File: src/rtl/i2c_xfer_seq.sv
// i2c_xfer_seq: host-side command sequencer in front of an I2C master.
// Ports: host command (cmd_*), TX FIFO push (tx_*), RX FIFO pop (rx_*),
//        master control/data (mst_*), status (busy, done, err, rx_ovf).
module i2c_xfer_seq #(
    parameter int DEPTH = 16,
    parameter int AW    = 4
) (
    input  logic       clk,
    input  logic       rst,
    input  logic       cmd_valid,
    output logic       cmd_ready,
    input  logic       cmd_rw,
    input  logic [6:0] cmd_addr,
    input  logic [4:0] cmd_len,
    input  logic       tx_wr,
    input  logic [7:0] tx_data,
    output logic       tx_full,
    input  logic       rx_rd,
    output logic [7:0] rx_data,
    output logic       rx_empty,
    output logic       mst_ena,
    output logic       mst_rw,
    output logic [6:0] mst_address,
    output logic [4:0] mst_n_byte,
    output logic [7:0] mst_data_in,
    input  logic [7:0] mst_data_out,
    input  logic       mst_valid,
    output logic       busy,
    output logic       done,
    output logic       err,
    output logic       rx_ovf
);

    typedef enum logic [1:0] {
        IDLE,
        CHECK,
        RUN,
        FIN
    } state_t;

    state_t state, state_nx;

    logic [7:0] tx_mem [DEPTH];
    logic [7:0] rx_mem [DEPTH];

    logic [AW:0] tx_wp, tx_rp, rx_wp, rx_rp;
    logic [AW:0] tx_cnt, rx_cnt;
    logic        tx_empty, rx_full;
    logic        tx_push, tx_pop, rx_push, rx_push_ok, rx_pop;

    logic       lat_rw;
    logic [6:0] lat_addr;
    logic [4:0] lat_len;
    logic [4:0] cnt;
    logic       err_q;

    logic zero_len, oversize, tx_ok, rx_ok;

    // FIFO status: equal pointers = empty, MSB-differ with equal index = full
    assign tx_cnt   = tx_wp - tx_rp;
    assign rx_cnt   = rx_wp - rx_rp;
    assign tx_empty = (tx_wp == tx_rp);
    assign tx_full  = (tx_wp[AW] != tx_rp[AW]) &&
                      (tx_wp[AW-1:0] == tx_rp[AW-1:0]);
    assign rx_empty = (rx_wp == rx_rp);
    assign rx_full  = (rx_wp[AW] != rx_rp[AW]) &&
                      (rx_wp[AW-1:0] == rx_rp[AW-1:0]);

    // A pop in the same cycle frees the slot, so a push at full still lands
    assign tx_pop     = (state == RUN) && mst_valid && !lat_rw && !tx_empty;
    assign tx_push    = tx_wr && (!tx_full || tx_pop);
    assign rx_pop     = rx_rd && !rx_empty;
    assign rx_push    = (state == RUN) && mst_valid && lat_rw;
    assign rx_push_ok = rx_push && (!rx_full || rx_pop);

    // Resource checks use the occupancy before any same-cycle push
    assign zero_len = (lat_len == 5'd0);
    assign oversize = int'(lat_len) > DEPTH;
    assign tx_ok    = int'(tx_cnt) >= int'(lat_len);
    assign rx_ok    = (DEPTH - int'(rx_cnt)) >= int'(lat_len);

    always_comb begin
        state_nx = state;
        unique case (state)
            IDLE: begin
                if (cmd_valid) state_nx = CHECK;
            end
            CHECK: begin
                if (zero_len || oversize) state_nx = FIN;
                else if (lat_rw ? rx_ok : tx_ok) state_nx = RUN;
            end
            RUN: begin
                if (mst_valid && cnt == 5'd1) state_nx = FIN;
            end
            FIN: begin
                state_nx = IDLE;
            end
            default: state_nx = IDLE;
        endcase
    end

    assign cmd_ready   = (state == IDLE);
    assign mst_ena     = (state == RUN);
    assign busy        = (state != IDLE);
    assign done        = (state == FIN);
    assign err         = (state == FIN) && err_q;
    assign mst_rw      = lat_rw;
    assign mst_address = lat_addr;
    assign mst_n_byte  = lat_len;

    // Heads read as zero when empty so outputs are defined out of reset
    assign mst_data_in = tx_empty ? 8'h00 : tx_mem[tx_rp[AW-1:0]];
    assign rx_data     = rx_empty ? 8'h00 : rx_mem[rx_rp[AW-1:0]];

    always_ff @(posedge clk or posedge rst) begin
        if (rst) begin
            state    <= IDLE;
            lat_rw   <= 1'b0;
            lat_addr <= 7'd0;
            lat_len  <= 5'd0;
            cnt      <= 5'd0;
            err_q    <= 1'b0;
            rx_ovf   <= 1'b0;
        end else begin
            state <= state_nx;
            if (state == IDLE && cmd_valid) begin
                lat_rw   <= cmd_rw;
                lat_addr <= cmd_addr;
                lat_len  <= cmd_len;
            end
            if (state == CHECK) err_q <= oversize;
            if (state == CHECK && state_nx == RUN) cnt <= lat_len;
            else if (state == RUN && mst_valid) cnt <= cnt - 5'd1;
            if (rx_push && !rx_push_ok) rx_ovf <= 1'b1;
        end
    end

    always_ff @(posedge clk or posedge rst) begin
        if (rst) begin
            tx_wp <= '0;
            tx_rp <= '0;
            rx_wp <= '0;
            rx_rp <= '0;
        end else begin
            if (tx_push)    tx_wp <= tx_wp + 1'b1;
            if (tx_pop)     tx_rp <= tx_rp + 1'b1;
            if (rx_push_ok) rx_wp <= rx_wp + 1'b1;
            if (rx_pop)     rx_rp <= rx_rp + 1'b1;
        end
    end

    always_ff @(posedge clk) begin
        if (tx_push)    tx_mem[tx_wp[AW-1:0]] <= tx_data;
        if (rx_push_ok) rx_mem[rx_wp[AW-1:0]] <= mst_data_out;
    end

endmodule

File: config.mk
export PLATFORM = sky130hd
export DESIGN_NAME = i2c_xfer_seq
export DESIGN_NICKNAME = d
export VERILOG_FILES = /design/src/rtl/i2c_xfer_seq.sv
export SDC_FILE = /design/constraint.sdc
export NUM_CORES = 1
export LEC_CHECK = 0
export ABC_AREA = 1
export BUFFER_PORTS_ARGS = -buffer_cell sky130_fd_sc_hd__buf_2
export CORE_AREA = 3 3 144 173
export DETAILED_ROUTE_END_ITERATION = 8
export DIE_AREA = 0 0 147 176
export MAX_ROUTING_LAYER = met4
export PLACE_DENSITY = 0.83
export SKIP_CTS_REPAIR_TIMING = 1
export SYNTH_ARGS = -nofsm -noshare
export SYNTH_HDL_FRONTEND = slang
export SYNTH_SLANG_ARGS = --single-unit
File: constraint.sdc
create_clock -name clk -period 3.05 [get_ports clk]
set_input_delay 0.61 -clock clk [delete_from_list [all_inputs] [get_ports clk]]
set_output_delay 0.61 -clock clk [all_outputs]
set_load 0.03 [all_outputs]
Yosys cells after proc, flatten, opt, wreduce, memory -nomap -nowiden:

Memory sizes are Yosys's and may differ from the RTL's.
Cells that the tools add are included.

* reductions and logical operators: 27
* order comparisons: 3
* mux-type cells: 14
* equality and inequality tests: 11
* $add $sub $neg: 8

Operators by type and width (number)
* adder 5 x 1 -> 5 bit (second input constant): 4
* two-way mux 8 bit: 2
* logical AND 1 bit: 14
* equality test 5 bit: 2
* two-way mux 5 bit: 2
* subtractor 5 bit: 2
* equality test 4 bit: 2
* two-way mux 2 bit: 4
* one-hot mux 2 bit (4 select lines): 1
* equality test 2 bit (second input constant): 3
* >= comparator 6 bit: 1
* logical NOT 1 bit: 6
* subtractor 5 x 5 -> 6 bit (first input constant): 1
* equality test 5 x 1 -> 1 bit (second input constant): 1
* >= comparator 5 bit: 1
* greater-than comparator 5 bit (second input constant): 1
* logical NOT 5 bit: 1
* two-way mux 1 bit: 5
* subtractor 5 x 1 -> 5 bit (second input constant): 1
* nonzero test 2 bit: 2
* logical OR 1 bit: 3
* equality test 2 x 1 -> 1 bit (second input constant): 1
* logical NOT 2 bit: 1
* != test 1 bit: 2

* register bits after elaboration: 42
* bits in writable memories: 256
* memories kept: 2
* logic and storage cells: 76

Memories
* rx_mem: depth 16, bits a word 8, rd ports 1, clocked after memory_dff 0, write ports 1, line 44 `logic [7:0] rx_mem [DEPTH];`
* tx_mem: depth 16, bits a word 8, rd ports 1, clocked after memory_dff 0, write ports 1, line 43 `logic [7:0] tx_mem [DEPTH];`

Logic depth before layout (Yosys ltp):

Gate-level depths: netlist of the first run.

* depth after elaboration: 10
* mapped depth: 25
* mapped depth without buffers: 25

Worst setup path after synthesis of the first run:

No wires, ideal clock.

* path kind: register to register
* start: reg tx_rp[1]
* end: reg cnt[1]
* buffers on the path: 1
* data arrival time: 2.821 ns
* library setup time: 0.117 ns
* stages on the path, launching flop included: 18
* period minus slack after synthesis: 2.938 ns
* path slack: 0.112 ns
* cell sequence: dfrtp_1 -> inv_1 -> clkbuf_1 -> fa_1 -> nand3_1 -> nand2_1 -> xor2_1 -> ha_1 -> a21oi_1 -> o21ai_0 -> o31ai_1 -> nand3_2 -> nand2_2 -> clkinv_2 -> nand4_4 -> nand2_1 -> nand2_1 -> nand2_1

* longest elaborated chain between the ends: 9
* elaborated cells between the ends (all ways): 10
* those cells by class: add/sub: 1; order compare: 1; eq/ne: 1; mux: 5; reduce/logical: 2

Ends and longest elaborated chain
* start, declared: line 46 `logic [AW:0] tx_wp, tx_rp, rx_wp, rx_rp;`
* start signal, assigned: line 146 `if (tx_pop) tx_rp <= tx_rp + 1'b1;`
* subtractor 5 bit *: line 60 `assign tx_cnt = tx_wp - tx_rp;`
* >= comparator 5 bit *: line 79 `assign tx_ok = int'(tx_cnt) >= int'(lat_len);`
* two-way mux 1 bit *: line 90 `else if (lat_rw ? rx_ok : tx_ok) state_nx = RUN;`
* two-way mux 2 bit *: line 90
* two-way mux 2 bit *: line 89 `if (zero_len || oversize) state_nx = FIN;`
* one-hot mux 2 bit (4 select lines) *: line 84 `unique case (state)`
* equality test 2 bit *: line 132 `if (state == CHECK && state_nx == RUN) cnt <= lat_len;`
* logical AND 1 bit *: line 132
* two-way mux 5 bit / nonzero test 2 bit (equally long branches)
* end signal, assigned: line 132
* end signal, assigned: line 133 `else if (state == RUN && mst_valid) cnt <= cnt - 5'd1;`
* end, declared: line 54 `logic [4:0] cnt;`

Every way passes the cells marked *; elsewhere a longest branch is shown, timed or not.
A chain may end at the register's enable or synchronous reset.

Final worst setup path of the first run:

* start: reg rx_rp[1]
* end: out rx_data[3]

* longest elaborated chain between the ends: 2
* elaborated cells between the ends (all ways): 3
* those cells by class: eq/ne: 1; mux: 1; memory: 1

Ends and longest elaborated chain
* start, declared: line 46
* start signal, assigned: line 148 `if (rx_pop) rx_rp <= rx_rp + 1'b1;`
* memory (16 x 8 bit) / equality test 5 bit (equally long branches)
* two-way mux 8 bit *: line 113 `assign rx_data = rx_empty ? 8'h00 : rx_mem[rx_rp[AW-1:0]];`
* end, declared: line 19 `output logic [7:0] rx_data,`

Marked as above.

==> impl_metrics.toml, run 1 <==
[run_status]
status = "finished, violations left"
violations = "setup timing"

[yosys]
ys.flop_type = "edfxtp_1"
syn_area_mm2 = 0.01276
netlist_instances = 1052
synthArstFlopShare_pct = 14.09
synth.distinct_cells = 41
syn-num-nets = 1121
synth_warnings = 0
yosys.area.top_type = "edfxtp_1"
synth.top_cell.area_share_pct = 60.24
synth-edff-count = 256
netlist_top_cells_count = "edfxtp_1 (256), nor2_1 (176), o21ai_0 (135)"
yosysSeqAreaShare_pct = 68.48
synth_most_common_cell = "edfxtp_1"
ys_top_cells_by_area = "edfxtp_1 (60%), dfrtp_1 (8.2%), o21ai_0 (5.3%)"
avgSynthCellArea_um2 = 12.13
ys_ff_latch = 298

[critical_path]
reg2reg_from = "rx_rp[0]"
path_buf_inv = 2
crit_top_cell = "buf_4"
cp.required_ns = 2.44
cp_top_family = "compound AO/OA/AOI/OAI gates"
r2r-end = "cnt[2]"
end_kind = "output port"
cp_max_fo = 32
arrival_ns = 2.50
crit_type = "reg2out"
reg2regPathDepth = 21
max_stage_delay_ns = 0.42
cp-start-kind = "flop"
reg2reg_slack_ns = 0.01
crit_slowest_cell = "dfrtp_2"
cp_cell_sequence = "buf_4 -> o21ai_0 -> o221ai_1 -> nand3_1 -> a31oi_1 -> buf_4"

[routing]
dr.pass1.iters = 5
post-route-drc-count = 0
drt_iter0_drc = 1083
route.met2.wl_um = 15880
routed-wl-met3_um = 2528
ant_nets = 0
drt-total-wl_um = 30460
highest_layer = "met4"
avgViaCountPerCell = 5.946
wl_per_cell_um = 20.17
wl_met1_um = 11000
vias = 8979

[cts]
cts_made_buffers = 28
clock_sinks = 298
clock_latency_ns = 0.54
path_clk_slew_ns = 0.07
cts_tree = "done"
clockRootBuffer = "clkbuf_16"
htree_levels = 1
cts_buffer_depth = 3

[timing]
hold_viol = 0
clock_skew_ns = 0.02666
tightestPinTransition_ns = 0.9192
rsz0062_at_grt = "yes"
clock.fmax_mhz = 322.0
worst_slack_ns = -0.05543
min_period_ns = 3.105
slew_headroom_pct = 38.63
setup_viol = 1
maxSlewViolCount = 0
min_period_over_period_pct = 101.8

[grt]
grt_pass1_vias = 8717
grt_usage_pct = 22.47
grt_max_degree = 69
grt_overflow = 0
grt_first_pass_wirelength_um = 45050
antenna_found_initial = 0

[pwr]
power.switching_w = 0.006746
clock_power_share_pct = 20.2
seq_power_share_pct = 32.0
internal_power_w = 0.009514
p_leak_nw = 5.562
power.density_mw_per_mm2 = 1083
p_comb_share_pct = 47.8
vdd_ir_drop_max_v = 0.001102
swShare_pct = 41.49
power_w = 0.01626

[floorplan]
rows = 61
fp.dieW_um = 147
start_util_pct = 54.64
die_area_mm2 = 0.02587
die_h_um = 176
top_level_ports = 72
coreArea_mm2 = 0.02335

[worst_hold_path]
hold_class = "in2async"

[final_layout]
fillers = 1641
area_growth_pct = 17.63
nets = 1243
antennaDiodeCount = 0
final_cells = 1510
final_layout_size_suffix_gt1_share_pct = 19.92

[placement]
place.detailed.hpwl_um = 17720
place_congestion = 0.8571
placed_cells = 1444
port_buffers = 71

[run]
drv_cap = 0
worst register-to-register path, cell delays in order (launching register included):
cell and delay (ns):
dfrtp_2 0.45, ha_4 0.19, fa_2 0.59, ha_2 0.20
xor2_1 0.14, inv_1 0.05, ha_1 0.27, nand2_1 0.05
inv_1 0.04, nand2_1 0.05, nand3_1 0.06, nand2_1 0.05
nand2_1 0.07, nand2_2 0.07, nand2_1 0.06, nand2_1 0.06
nand2_1 0.06, nand2_1 0.06, nand2_2 0.13, nand4_1 0.11
nand2_1 0.10, nand2_1 0.06
power groups by stage:
stage / Combinational (W) / Sequential (W) / Clock (W)
final: 0.00777 / 0.00521 / 0.00328
after floorplan: 0.00464 / 0.00542 / 0
after global routing: 0.00845 / 0.00526 / 0.00348
after global placement: 0.00657 / 0.00524 / 0
after CTS: 0.00690 / 0.00518 / 0.00331
after detailed placement: 0.00682 / 0.00526 / 0
cells by family after synthesis:
logic type,share of synthesized area [%]
xor+xnor,1.579
simple gates,12.00
mux,0.6177
compound gates,10.79
fa+ha+maj,3.451
buf+inv,3.089
flops,68.48
per-layer routing:
| metal | track usage [%] | vias to the layer above |
|---|---|---|
| li1 | - | 4055 |
| met1 | 27.09 | 4319 |
| met2 | 39.13 | 511 |
| met3 | 2.542 | 94 |
| met4 | 8.819 | 0 |
| met5 | - | - |
layout by cell type (no fill, tap or decap), drive strengths merged, types with 7 or more instances in the layout:
master  Yosys  layout
nand4      14      15
clkbuf     38      46
inv        54      56
ha         32      32
dfrtp      42      42
nor2      184     184
mux2        7       7
nand2     117     117
buf         6     128
nand3      28      28
xor2       19      19
o21ai     136     136
o221ai     28      28
clkinv      4      12
edfxtp    256     256
a21oi      15      15
o22ai      36      36
a31oi      16      16
per-stage QoR:
step	TNS (ns)	util (%)	worst slack (ns)	hold slack, ns	area, um2
2_1_floorplan	0	-	0.1123	0.4619	12760
3_3_place_gp	0	58.89	0.1573	0.4517	13750
3_5_place_dp	-0.03912	58.89	-0.02382	0.4751	13750
4_1_cts	-2.521	62.58	-0.3120	0.2632	14620
5_1_grt	-0.9647	64.27	-0.1760	0.2962	15010
6_report	-0.05543	64.27	-0.05543	0.2787	15010
flip-flops by register name, summed over array words and instances, names as in the netlist:
signal       flops
rx_mem         128
tx_mem         128
mst_address      7
cnt              5
mst_n_byte       5
rx_rp            5
rx_wp            5
tx_rp            5
tx_wp            5
state            2
err_q            1
mst_rw           1
rx_ovf           1
how the worst max path moves through the flow:
stage | to | start | slack (ns) | cells after the start
after floorplan | cnt[1] | tx_rp[1] | 0.11 | 17
after global placement | cnt[3] | tx_wp[0] | 0.16 | 19
after detailed placement | cnt[3] | tx_wp[0] | -0.02 | 19
after CTS | rx_data[1] | rx_rp[0] | -0.31 | 8
after global routing | cnt[2] | rx_rp[0] | -0.18 | 21
final | rx_data[3] | rx_rp[1] | -0.06 | 6
area by class of cell:
cell class                      instances  area (um2)  area share, %
Timing Repair Buffer                  135        1020          6.793
Inverter                               58       240.2          1.600
Clock buffer                           39       773.2          5.151
Clock inverter                         12       90.09         0.6002
Tap cell                              315       394.1          2.626
Sequential cell                       298        8742          58.24
Multi-Input combinational cell        653        3751          24.99
(Power assumes the default switching activity.)
==> inputs of run 2 (changes only) <==
--- a/config.mk
+++ b/config.mk
@@ -7,7 +7,7 @@
 export LEC_CHECK = 0
-export ABC_AREA = 1
 export BUFFER_PORTS_ARGS = -buffer_cell sky130_fd_sc_hd__buf_2
-export CORE_AREA = 3 3 144 173
+export CORE_AREA = 3 3 142 172
+export CTS_CLUSTER_DIAMETER = 100
 export DETAILED_ROUTE_END_ITERATION = 8
-export DIE_AREA = 0 0 147 176
+export DIE_AREA = 0 0 145 175
 export MAX_ROUTING_LAYER = met4
==> constraint.sdc (replaced) <==
create_clock -name clk -period 3.05 [get_ports clk]
set_input_delay 0.305 -clock clk [delete_from_list [all_inputs] [get_ports clk]]
set_output_delay 0.305 -clock clk [all_outputs]
set_load 0.03 [all_outputs]
==> run 2 against run 1 <==
Compared with the run above:
- the flow now finishes without violations
- non-clock buffer count is 18 lower
- final cell count is 26% lower
- wire length is 17% lower
- area after synthesis is 2.0% lower
- core utilization is 1.4 points lower
- global-route usage is 2.2 points lower
- clock skew is 0.014 ns lower
- cell area is 3.8% lower
- first-iteration DRC count is 55% lower
- register-to-register slack better by 0.04 ns
- synthesized cell count is 37% lower
- sequential power hardly changed
- largest cell class unchanged
- largest power group unchanged
==> impl_metrics.toml, run 2 <==
[run_status]
status = "completed"

[timing]
slew_headroom_pct = 45.21
setup-tns-final_ns = 0
clock_skew_ns = 0.01285
setup_viol = 0
min_period_ns = 3.004
holdWs_ns = 0.009547
rsz0062_at_grt = "yes"
maxSlewViolCount = 0
tightestPinTransition_ns = 0.8188
hold_viol = 0
min_period_over_period_pct = 98.48
clock.fmax_mhz = 332.9

[final_layout]
final_core_util_pct = 62.86
nets = 852
final_area_mm2 = 0.01444
fillers = 1540
layout_commonest_cell = "edfxtp_1"
final_layout_size_suffix_gt1_share_pct = 32.38
area_growth_pct = 15.52
layout.cells.most_common_list = "edfxtp_1 (256), mux4_2 (80), buf_2 (71)"
antennaDiodeCount = 0

[floorplan]
start_util_pct = 54.41
fp.dieW_um = 145
coreArea_mm2 = 0.02297
top_level_ports = 72
rows = 61
die_h_um = 175
die_area_mm2 = 0.02538

[cts]
clockRootBuffer = "clkbuf_16"
clock_sinks = 298
cts_tree = "done"
clock_latency_ns = 0.54
htree_levels = 1
cts_made_buffers = 28
path_clk_slew_ns = 0.06
cts_buffer_depth = 3

[placement]
place.detailed.hpwl_um = 16380
place_congestion = 0.8226
port_buffers = 71
postPlaceCellArea_mm2 = 0.01335

[grt]
grt_usage_pct = 20.27
grt_pass1_vias = 6757
grt_first_pass_wirelength_um = 38780
grt_overflow = 0
antenna_found_initial = 0
grt_max_degree = 43

[run]
drv_cap = 0

[routing]
route.met2.wl_um = 14140
routed-wl-met3_um = 1186
drt-total-wl_um = 25250
dr.pass1.iters = 5
ant_nets = 0
wl_met1_um = 9379
post-route-drc-count = 0
vias = 6468
avgViaCountPerCell = 5.801
highest_layer = "met4"
drt_iter0_drc = 489
wl_per_cell_um = 22.65

[critical_path]
end_kind = "flop"
endpoint = "cnt[2]"
reg2reg_from = "rx_wp[0]"
crit_type = "reg2reg"
r2r-end = "cnt[2]"
cp.required_ns = 3.50
reg2regPathDepth = 12
critPathLaunch = "rx_wp[0]"
cp_max_fo = 3
reg2reg_slack_ns = 0.05
arrival_ns = 3.45
cp-start-kind = "flop"

[yosys]
syn-num-nets = 728
ys_ff_latch = 298
yosys.area.top_type = "edfxtp_1"
avgSynthCellArea_um2 = 18.97
yosysSeqAreaShare_pct = 69.90
synth.top_cell.area_share_pct = 61.50
synthArstFlopShare_pct = 14.09
synth_warnings = 0
ys_top_cells_by_area = "edfxtp_1 (61%), mux4_2 (14%), dfrtp_1 (8.4%)"
netlist_top_cells_count = "edfxtp_1 (256), mux4_2 (80), dfrtp_1 (42)"
syn_area_mm2 = 0.01250
ys.flop_type = "edfxtp_1"
netlist_instances = 659
synth_most_common_cell = "edfxtp_1"
synth-edff-count = 256
synth.distinct_cells = 45

[worst_hold_path]
min_from = "cmd_addr[3]"
hold_class = "in2reg"

[pwr]
power.density_mw_per_mm2 = 1046
p_leak_nw = 5.118
vdd_ir_drop_max_v = 0.0007741
run 2: cell count changes in the layout (fill, tap and decap cells not counted), moves of 14 or more:
cell / before / now
inv_1: 40 / 19
buf_4: 53 / 33
nor2b_1: 0 / 21
o221ai_1: 27 / 0
o21ai_0: 133 / 12
nand3_1: 24 / 1
a31oi_1: 14 / 0
nor2_1: 176 / 20
mux4_2: 0 / 80
o22ai_1: 36 / 0
and2_1: 1 / 17
xnor2_1: 3 / 20
nand2_1: 104 / 29
run 2: metal layers:
metal,track usage (%),vias up
met5,-,-
li1,-,2841
met3,2.853,50
met2,36.71,209
met4,4.950,0
met1,24.28,3368
run 2: area by class of cell:
| type | instances | area, um2 | share of cell area, % |
|---|---|---|---|
| well taps | 315 | 394.1 | 2.729 |
| clock buffers | 33 | 719.4 | 4.982 |
| flip-flops and latches | 298 | 8742 | 60.54 |
| inverters | 22 | 82.58 | 0.5718 |
| clock inverters | 14 | 135.1 | 0.9357 |
| repair buffers | 117 | 754.5 | 5.224 |
| multi-input cells | 316 | 3613 | 25.02 |
run 2: report_power, final:
part | internal (W) | switching (W) | total, W
Sequential | 0.00490 | 0.000328 | 0.00522
Combinational | 0.00299 | 0.00364 | 0.00663
Clock | 0.00185 | 0.00141 | 0.00325
run 2: how the worst min path moves through the flow:
| stage | depth (start not counted) | end | slack [ns] |
|---|---|---|---|
| floorplan | 0 | rx_mem[0][0] | 0.40 |
| global placement | 3 | mst_address[0] | 0.44 |
| detailed placement | 1 | rx_ovf | 0.45 |
| CTS | 3 | mst_n_byte[2] | -0.12 |
| global route | 2 | mst_address[3] | 0.0005 |
| finish | 2 | mst_address[3] | 0.01 |
run 2: metrics by stage:
step / setup slack [ns] / total power, W / cells
floorplan: 0.01707 / 0.009795 / 659
global placement: 0.1390 / 0.01099 / 1053
detailed placement: -0.01999 / 0.01125 / 1053
CTS: -0.2374 / 0.01460 / 1100
global route: -0.06633 / 0.01590 / 1115
finish: 0.04636 / 0.01511 / 1115
run 2: critical path, stage by stage (launching register included):
cell	delay [ns]
dfrtp_1	0.35
inv_1	0.08
ha_1	0.23
fa_2	0.55
ha_2	0.19
nor3b_2	0.17
xor2_1	0.19
ha_1	0.26
a21oi_1	0.13
nand2_1	0.11
a31oi_4	0.28
buf_6	0.15
mux2i_1	0.22
run 2: kinds of logic after synthesis:
logic type / count (synthesis) / share of synthesized area [%]
buffers and inverters: 45 / 1.781
muxes: 95 / 15.73
DFF: 298 / 69.90
adders and majority gates: 34 / 3.523
AOI/OAI and AO/OA: 35 / 1.822
and+or+nand+nor: 121 / 5.065
xor gates and xnor gates: 31 / 2.172
==> inputs of run 3 (changes only) <==
BUFFER_PORTS_ARGS = -buffer_cell sky130_fd_sc_hd__clkbuf_2   (was -buffer_cell sky130_fd_sc_hd__buf_2)
CELL_PAD_IN_SITES_DETAIL_PLACEMENT = 1   (was not set)
CELL_PAD_IN_SITES_GLOBAL_PLACEMENT = 2   (was not set)
CORE_AREA = 3 3 162 195   (was 3 3 142 172)
CTS_CLUSTER_DIAMETER = 120   (was 100)
DIE_AREA = 0 0 165 198   (was 0 0 145 175)
PLACE_DENSITY = 0.82   (was 0.83)
==> run 3 against run 2 <==
Compared with the run above:
- critical endpoint is now rx_data[4]
- the run now ends with hold timing left
- sequential power hardly changed
- via count down 2.7%
- setup slack better by 0.054 ns
- worst hold slack worse by 0.072 ns
- critical path depth fell by 7
- first-iteration DRC count shrank 35%
- highest routed layer unchanged
==> impl_metrics.toml, run 3 (same netlist as run 2, synthesis figures left out) <==
[floorplan]
fp.dieW_um = 165
coreArea_mm2 = 0.02978
die_area_mm2 = 0.03267
top_level_ports = 72
die_h_um = 198
rows = 69
start_util_pct = 41.97

[timing]
clock.fmax_mhz = 339.0
worst_slack_ns = 0.1002
min_period_over_period_pct = 96.72
maxSlewViolCount = 0
rsz0062_at_grt = "yes"
setup_viol = 0
tightestPinTransition_ns = 0.9170
hold_viol = 42
min_period_ns = 2.950
slew_headroom_pct = 38.78
clock_skew_ns = 0.01813
holdWs_ns = -0.06262
setup-tns-final_ns = 0

[final_layout]
layout_commonest_cell = "edfxtp_1"
fillers = 2806
nets = 858
multi_input_area_mm2 = 0.003588
final_layout_size_suffix_gt1_share_pct = 31.85
layout.cells.most_common_list = "edfxtp_1 (256), mux4_2 (80), clkbuf_2 (67)"
final_core_util_pct = 49.33
regArea_mm2 = 0.008741
area_growth_pct = 17.53
antennaDiodeCount = 0

[grt]
grt_max_degree = 43
grt_overflow = 0
antenna_found_initial = 0
grt_first_pass_wirelength_um = 40700
grt_usage_pct = 16.58
grt_pass1_vias = 6996

[routing]
vias = 6295
routed-wl-met3_um = 751
dr.pass1.iters = 4
wl_met1_um = 10460
highest_layer = "met4"
route.met2.wl_um = 14110
post-route-drc-count = 0
avgViaCountPerCell = 5.246
drt_iter0_drc = 318
ant_nets = 0
drt-total-wl_um = 25750
wl_per_cell_um = 21.46

[cts]
path_clk_slew_ns = 0.06
cts_buffer_depth = 3
clock_latency_ns = 0.56
cts_tree = "done"
clockRootBuffer = "clkbuf_16"
cts_made_buffers = 31
clock_sinks = 298
htree_levels = 1

[pwr]
vdd_ir_drop_max_v = 0.0007812
power.density_mw_per_mm2 = 1048
power_w = 0.01539
p_leak_nw = 5.211

[critical_path]
end_kind = "output port"
reg2reg_from = "rx_wp[0]"
cp_max_fo = 35
cp-start-kind = "flop"
critPathLaunch = "rx_rp[0]"
cp.required_ns = 2.74
crit_type = "reg2out"
arrival_ns = 2.64

[placement]
place_congestion = 0.8026
preCtsSetupSlack_ns = -0.03063
place.detailed.hpwl_um = 17800
port_buffers = 71

[run_status]
status = "finished, violations left"
violations = "hold timing"

[worst_hold_path]
hold_class = "in2async"

[run]
drv_cap = 0
[run 3: cell count changes in the layout (fill, tap and decap cells not counted), sizes merged]
cell,change
buf,-67
bufinv,+2
clkbuf,+76
clkinv,-5
clkinvlp,-2
dlygate4sd3,+3
inv,+3
[run 3: worst paths after layout]
check	endpoint	slack, ns	depth (start not counted)
max	rx_data[4]	0.10	5
min	mst_address[0]	-0.06	2
max reg2reg	cnt[0]	0.11	11
min reg2reg	rx_ovf	0.48	1
max in group asynchronous	tx_rp[0]	2.48	2
min in group clk	rx_mem[13][2]	0.16	1
[run 3: worst max-delay path: stages (launching register included)]
cell      delay [ns]
dfrtp_2         0.38
buf_12          0.27
mux4_2          0.57
mux4_2          0.49
nor2b_1         0.15
clkbuf_2        0.18
[run 3: layer usage]
metal	global-route usage (%)	vias to the layer above
met5	-	-
met3	2.134	45
met2	29.55	90
met1	20.26	3309
met4	3.480	0
li1	-	2851
[run 3: stage by stage]
| stage | area, um2 | cells |
|---|---|---|
| 4_1_cts | 14450 | 1183 |
| 3_3_place_gp | 13450 | 1129 |
| 5_1_grt | 14690 | 1200 |
| 6_report | 14690 | 1200 |
| 2_1_floorplan | 12510 | 659 |
| 3_5_place_dp | 13450 | 1129 |
[run 3: layout make-up]
type                       count  share of cell area [%]
multi-input combinational    316                   24.43
sequential                   298                   59.50
inverter                      22                  0.5621
clock buffer                  42                   5.629
clock inverter                12                   1.226
timing repair buffer         120                   5.340
tap                          390                   3.321
[run 3: report_power, final]
part	leakage, nW	switching (W)	internal [W]
logic	1.91	0.00354	0.00290
clock network	0.489	0.00149	0.00223
registers	2.82	0.000329	0.00490
total	5.21	0.00536	0.0100
